--- src/rtl/mem_arb_pkg.sv ---
// Shared encodings for the I/D main-memory arbiter.
package mem_arb_pkg;

    typedef enum logic [1:0] {
        IDLE  = 2'd0,
        ISSUE = 2'd1,
        WAIT  = 2'd2,
        RESP  = 2'd3
    } arb_state_e;

    typedef enum logic {
        GRANT_I = 1'b0,
        GRANT_D = 1'b1
    } grant_e;

endpackage

--- src/rtl/memory_arbiter.sv ---
// Round-robin arbiter sharing one main-memory port between I and D cache miss paths.
import mem_arb_pkg::*;

module memory_arbiter #(
    parameter int ADDR_WIDTH = 28,
    parameter int DATA_WIDTH = 128
) (
    input  logic                  CLK,
    input  logic                  RESET,
    input  logic                  I_READ,
    input  logic [ADDR_WIDTH-1:0] I_ADDRESS,
    output logic [DATA_WIDTH-1:0] I_READDATA,
    output logic                  I_BUSYWAIT,
    input  logic                  D_READ,
    input  logic                  D_WRITE,
    input  logic [ADDR_WIDTH-1:0] D_ADDRESS,
    input  logic [DATA_WIDTH-1:0] D_WRITEDATA,
    output logic [DATA_WIDTH-1:0] D_READDATA,
    output logic                  D_BUSYWAIT,
    output logic                  MEM_READ,
    output logic                  MEM_WRITE,
    output logic [ADDR_WIDTH-1:0] MEM_ADDRESS,
    output logic [DATA_WIDTH-1:0] MEM_WRITEDATA,
    input  logic [DATA_WIDTH-1:0] MEM_READDATA,
    input  logic                  MEM_BUSYWAIT
);

    arb_state_e            state_q, state_d;
    grant_e                grant_q, grant_d;
    grant_e                last_grant_q, last_grant_d;
    logic                  mem_read_q, mem_read_d;
    logic                  mem_write_q, mem_write_d;
    logic [ADDR_WIDTH-1:0] mem_addr_q, mem_addr_d;
    logic [DATA_WIDTH-1:0] mem_wdata_q, mem_wdata_d;
    logic [DATA_WIDTH-1:0] i_rdata_q, i_rdata_d;
    logic [DATA_WIDTH-1:0] d_rdata_q, d_rdata_d;
    logic                  i_req;
    logic                  d_req;

    assign i_req = I_READ;
    assign d_req = D_READ | D_WRITE;

    always_comb begin
        state_d      = state_q;
        grant_d      = grant_q;
        last_grant_d = last_grant_q;
        mem_read_d   = mem_read_q;
        mem_write_d  = mem_write_q;
        mem_addr_d   = mem_addr_q;
        mem_wdata_d  = mem_wdata_q;
        i_rdata_d    = i_rdata_q;
        d_rdata_d    = d_rdata_q;
        unique case (state_q)
            IDLE: begin
                if (i_req || d_req) begin
                    // On a tie the side not served last goes first.
                    if (i_req && d_req) begin
                        grant_d = (last_grant_q == GRANT_I) ? GRANT_D : GRANT_I;
                    end else begin
                        grant_d = d_req ? GRANT_D : GRANT_I;
                    end
                    if (grant_d == GRANT_D) begin
                        mem_write_d = D_WRITE;
                        mem_read_d  = ~D_WRITE;
                        mem_addr_d  = D_ADDRESS;
                        if (D_WRITE) begin
                            mem_wdata_d = D_WRITEDATA;
                        end
                    end else begin
                        mem_write_d = 1'b0;
                        mem_read_d  = 1'b1;
                        mem_addr_d  = I_ADDRESS;
                    end
                    state_d = ISSUE;
                end
            end
            ISSUE: begin
                state_d = WAIT;
            end
            WAIT: begin
                if (!MEM_BUSYWAIT) begin
                    mem_read_d  = 1'b0;
                    mem_write_d = 1'b0;
                    if (mem_read_q) begin
                        if (grant_q == GRANT_D) begin
                            d_rdata_d = MEM_READDATA;
                        end else begin
                            i_rdata_d = MEM_READDATA;
                        end
                    end
                    last_grant_d = grant_q;
                    state_d      = RESP;
                end
            end
            RESP: begin
                state_d = IDLE;
            end
            default: begin
                state_d = IDLE;
            end
        endcase
    end

    always_ff @(posedge CLK or negedge RESET) begin
        if (!RESET) begin
            state_q      <= IDLE;
            grant_q      <= GRANT_I;
            last_grant_q <= GRANT_I;
            mem_read_q   <= 1'b0;
            mem_write_q  <= 1'b0;
            mem_addr_q   <= '0;
            mem_wdata_q  <= '0;
            i_rdata_q    <= '0;
            d_rdata_q    <= '0;
        end else begin
            state_q      <= state_d;
            grant_q      <= grant_d;
            last_grant_q <= last_grant_d;
            mem_read_q   <= mem_read_d;
            mem_write_q  <= mem_write_d;
            mem_addr_q   <= mem_addr_d;
            mem_wdata_q  <= mem_wdata_d;
            i_rdata_q    <= i_rdata_d;
            d_rdata_q    <= d_rdata_d;
        end
    end

    assign MEM_READ      = mem_read_q;
    assign MEM_WRITE     = mem_write_q;
    assign MEM_ADDRESS   = mem_addr_q;
    assign MEM_WRITEDATA = mem_wdata_q;
    assign I_READDATA    = i_rdata_q;
    assign D_READDATA    = d_rdata_q;

    // Stall is released only in the granted side's response cycle.
    assign I_BUSYWAIT = RESET & i_req &
                        ~((state_q == RESP) && (grant_q == GRANT_I));
    assign D_BUSYWAIT = RESET & d_req &
                        ~((state_q == RESP) && (grant_q == GRANT_D));

endmodule
--- config.mk ---
export PLATFORM = sky130hd
export DESIGN_NAME = memory_arbiter
export DESIGN_NICKNAME = d
export VERILOG_FILES = /design/src/rtl/mem_arb_pkg.sv /design/src/rtl/memory_arbiter.sv
export SDC_FILE = /design/constraint.sdc
export NUM_CORES = 1
export LEC_CHECK = 0
export CORE_AREA = 3 3 287 289
export CTS_BUF_LIST = sky130_fd_sc_hd__clkbuf_4 sky130_fd_sc_hd__clkbuf_8
export CTS_CLUSTER_DIAMETER = 150
export DETAILED_ROUTE_END_ITERATION = 8
export DIE_AREA = 0 0 290 292
export MAX_ROUTING_LAYER = met4
export SKIP_LAST_GASP = 1
export SYNTH_ARGS = -nofsm -noshare
export SYNTH_HDL_FRONTEND = slang
export SYNTH_SLANG_ARGS = --single-unit
--- constraint.sdc ---
create_clock -name CLK -period 2.59 [get_ports CLK]
set_clock_uncertainty 0.1 [all_clocks]
set_input_delay 0.518 -clock CLK [delete_from_list [all_inputs] [get_ports CLK]]
set_output_delay 0.518 -clock CLK [all_outputs]
set_load 0.05 [all_outputs]
==> flow_results.org <==
** Run status
- The run finished with clean final reports.

** Layout
- Multi-input logic area :: 5080 µm²
- Most frequent cells in the layout :: 700 x clkdlybuf4s50_1, 418 x dfrtp_1, 385 x mux2_2
- Most common cell after layout, fill and taps aside :: clkdlybuf4s50_1
- The sequential cells in the finished layout cover a total of 10500 µm².
- Finished layout cell area :: 26500 µm²
- Compared with the post-synthesis result, the final layout area differs by 66.9%.
- Layout Utilization :: 33.1%
- Cells with a size suffix above 1 make up 31.3% of the layout.
- Leaving out filler cells and counting taps, the final layout contains 2897.
- Total number of nets in the final design :: 2091
- Counting the fill cells in the layout gives 7957.

** Pwr
- Switch share :: 47.0%
- Total design power :: 42.5 mW
- Combinational cell fraction of total power :: 55.8%
- In this run, flip-flops and latches consume 27.2% of the power.
- The clock network burns 17.1% of the power.
- Power per cell area :: 1600 nW/µm²
- Leak :: 11.2 nW
- Net switching power :: 20.0 mW
- Worst IR Drop VDD :: 937 µV
- Total internal power :: 22.5 mW

** Global route
- Met3 Track Usage GR :: 3.70%
- Residual overflow from global routing :: 0
- In the global route stage, overall resource usage came out at 13.0%.
- The first global-routing pass estimated 81.8 mm of wire.
- The layer flagged by global routing as most heavily used is met2.
- The via count of the first global-routing pass was 12846.
- The number of antenna violations at the first check in global routing is 5.
- Entering global routing, the biggest net connects 149 pins.
- Global-route track usage on met1 :: 13.7%
- For this run, global-route usage on met2 was measured as 22.7%.

** Logic synthesis
- Mapped Cells :: 970
- Summing every instance area after synthesis gives 15900 µm².
- When the netlist entered floorplanning its net count stood at 1291.
- Syn. warnings :: 0
- Area fraction of the dominant cell type after synthesis :: 65.8%
- In this run, synthesis inferred 0 flip-flops with an integrated enable.
- In the synthesized netlist the async set-or-reset flop fraction comes to 100%.
- The largest total area in the synthesized netlist belongs to dfrtp_1.
- Proportion of synthesized chip area in sequential cells :: 65.8%
- A synthesized cell averages 16.4 µm².
- #FFs+latches synth :: 418
- The synthesized netlist contains 26 unique library cells.
- Area contributors post-synth :: dfrtp_1 66%, mux2_2 27%, mux2i_1 1.8%
- Leading register cell type out of synthesis :: dfrtp_1

** Setup path
- WS Path Type :: input pin to output port
- The worst setup path is captured at an output port.
- Startpoint of the lowest-slack register-to-register path :: state_q[0]$_DFFE_PN0P_
- Data required, critical path :: 1.97 ns
- Traced cell by cell, the critical path runs through dlygate4sd3_1 -> buf_8 -> o21ai_0 -> a21oi_1 -> buf_12.
- STA puts the critical path data arrival time at 1.88 ns.
- In this run the worst path has a maximum fanout of 18.
- Among cell families on the critical path, the largest total delay comes from buffers and inverters.
- The number of buffers and inverters on the critical path is 3.
- Delay of the slowest cell on the worst path :: 0.56 ns
- Tracing the worst setup path back leads to its startpoint at RESET.
- The worst setup path is launched from an input pin.
- On the critical path, the stage with the largest delay is an instance of dlygate4sd3_1.

** Placement
- At the placement stage, the worst setup path has a slack of 0.112 ns.
- Quantity of I/O buffers inserted on ports :: 733
- In this run the cell area measured after placement is 24700 µm².
- Once detailed placement completed, the half-perimeter wirelength came to 41.9 mm.
- Counting tap cells, the placed design contains a total of 2748 instances.
- The congestion estimate from routability-driven global placement came to 0.837.

** Clock network
- The tree is rooted in a clkbuf_8.
- The clock net in this run drives a total of 418 sinks.
- No sink is reached through more buffers than the 3 on the longest clock path.
- The number of clock buffers added by TritonCTS is 79.
- Worst-skew pair later-pin latency :: 0.64 ns
- Clock slew seen by the registers of the worst setup and hold paths :: 0.06 ns
- TritonCTS built the clock tree.
- Htree depth :: 3

** Timing
- Setup violations remaining at the end of the flow were counted as 0.
- For the finished layout, the period the worst path requires is 2.50 ns.
- Final setup slack of the worst path :: 0.0884 ns
- The final count of pins violating max slew came to 0.
- The worst pin sits at a relative slew slack of 42.9%.
- Slew of the pin with the lowest slew margin :: 0.857 ns
- Maximum achievable frequency :: 0.400 GHz
- Setup repair after global routing left no endpoint under its margin.
- Worst hold margin :: 0.218 ns
- Final critical-path share of the clock period :: 96.6%
- Setup TNS after final layout :: 0 ns
- The final hold violation count is 0.

** Hold path
- In this run the worst hold path is classified as input pin to asynchronous set/reset pin.

** Drt
- Total via count in the routed design :: 11287
- The detail route stage leaves a number of antenna-violating nets equal to 0.
- Detail-routed net length per standard cell :: 19.0 µm
- For this run, the detailed router's first-pass iteration total came to 4.
- After detailed routing, the number of remaining DRC violations is 0.
- Number of DRC markers in iteration 0 :: 254
- Aggregate routed wire length :: 55.1 mm
- In the routed layout, each cell is associated on average with a via count of 3.90.

** Die
- Die outline area :: 84700 µm²
- Starting density of the core :: 19.8%
- Floorplan core area :: 80200 µm²
- Site Rows :: 104
- The floorplan step set the die height to 292 µm.
- The die is 290 µm wide.
- Top-Level Pins :: 734

** Flow run
- Across the run, the number of max-cap violations was 0.
==> final timing paths <==
check                                                       to  slack [ns]  cells past startpoint
worst min register to register      MEM_ADDRESS[7]$_DFFE_PN0P_        0.38                      2
worst max register to register   MEM_WRITEDATA[68]$_DFFE_PN0P_        0.44                      5
min in group CLK                    MEM_ADDRESS[7]$_DFFE_PN0P_        0.38                      2
worst max-delay path                                D_BUSYWAIT        0.09                      5
max in group asynchronous         MEM_WRITEDATA[0]$_DFFE_PN0P_        1.06                      3
worst min-delay path            MEM_WRITEDATA[107]$_DFFE_PN0P_        0.22                      2
==> synthesized netlist by cell type, types with 3 or more instances <==
library cell / instances
dfrtp_1: 418
mux2_2: 385
buf_2: 33
nand2_1: 32
o21ai_0: 31
mux2i_1: 28
clkbuf_8: 8
buf_6: 6
inv_1: 6
clkbuf_1: 3
ha_1: 3
==> repair_timing <==
item | 4_1_cts | 5_1_grt
gates resized for setup | 22 | 8
setup endpoints to repair | 22 | 8
hold buffers | 1 | 0
setup buffers | 0 | 0
endpoints found under the hold margin | 122 | 0
==> worst reg2reg max path: cells and delay by family (launching register included) <==
kind | cells | cell delay [ns]
adder cells (fa/ha/maj) | 1 | 0.35
buffers and inverters | 2 | 0.39
flip-flops | 1 | 0.40
multiplexers | 1 | 0.44
AND/OR/NAND/NOR | 1 | 0.32
==> sequential cells by signal, summed over array words and instances (netlist names) <==
signal / count
state_q: 2
MEM_READ: 1
I_READDATA: 128
MEM_WRITE: 1
MEM_ADDRESS: 28
grant_q: 1
last_grant_q: 1
D_READDATA: 128
MEM_WRITEDATA: 128
==> kinds of logic (layout without fill, tap and decap cells) <==
| group | count (synthesis) | in the layout | share of synthesized area [%] |
|---|---|---|---|
| buffers and inverters | 57 | 919 | 2.42 |
| and+or+nand+nor | 39 | 39 | 1.06 |
| other | 0 | 5 | 0 |
| AOI/OAI and AO/OA | 40 | 40 | 1.39 |
| DFF | 418 | 418 | 65.8 |
| muxes | 413 | 413 | 29.1 |
| adders and majority gates | 3 | 3 | 0.236 |
==> layer usage <==
layer / routed length (µm) / vias up
met4: 1960 / 0
met5: 0 / -
met3: 3740 / 116
li1: - / 5054
met1: 20700 / 5661
met2: 28700 / 456
==> power groups by stage <==
stage,Sequential (mW),Clock [mW],Combinational [mW]
global placement,11.5,0,23.8
finish,11.5,7.25,23.7
global route,12.0,7.87,24.5
detailed placement,11.6,0,24.0
CTS,11.6,7.57,24.0
floorplan,22.5,0,4.02
==> final cells by class <==
type	instances	area share, %
Inverter	6	0.0849
Clock inverter	18	0.897
Antenna cell	5	0.0472
Tap cell	1060	5.00
Clock buffer	125	5.97
Sequential cell	418	39.5
Timing Repair Buffer	770	29.4
Multi-Input combinational cell	495	19.2
(Power assumes the default switching activity.)
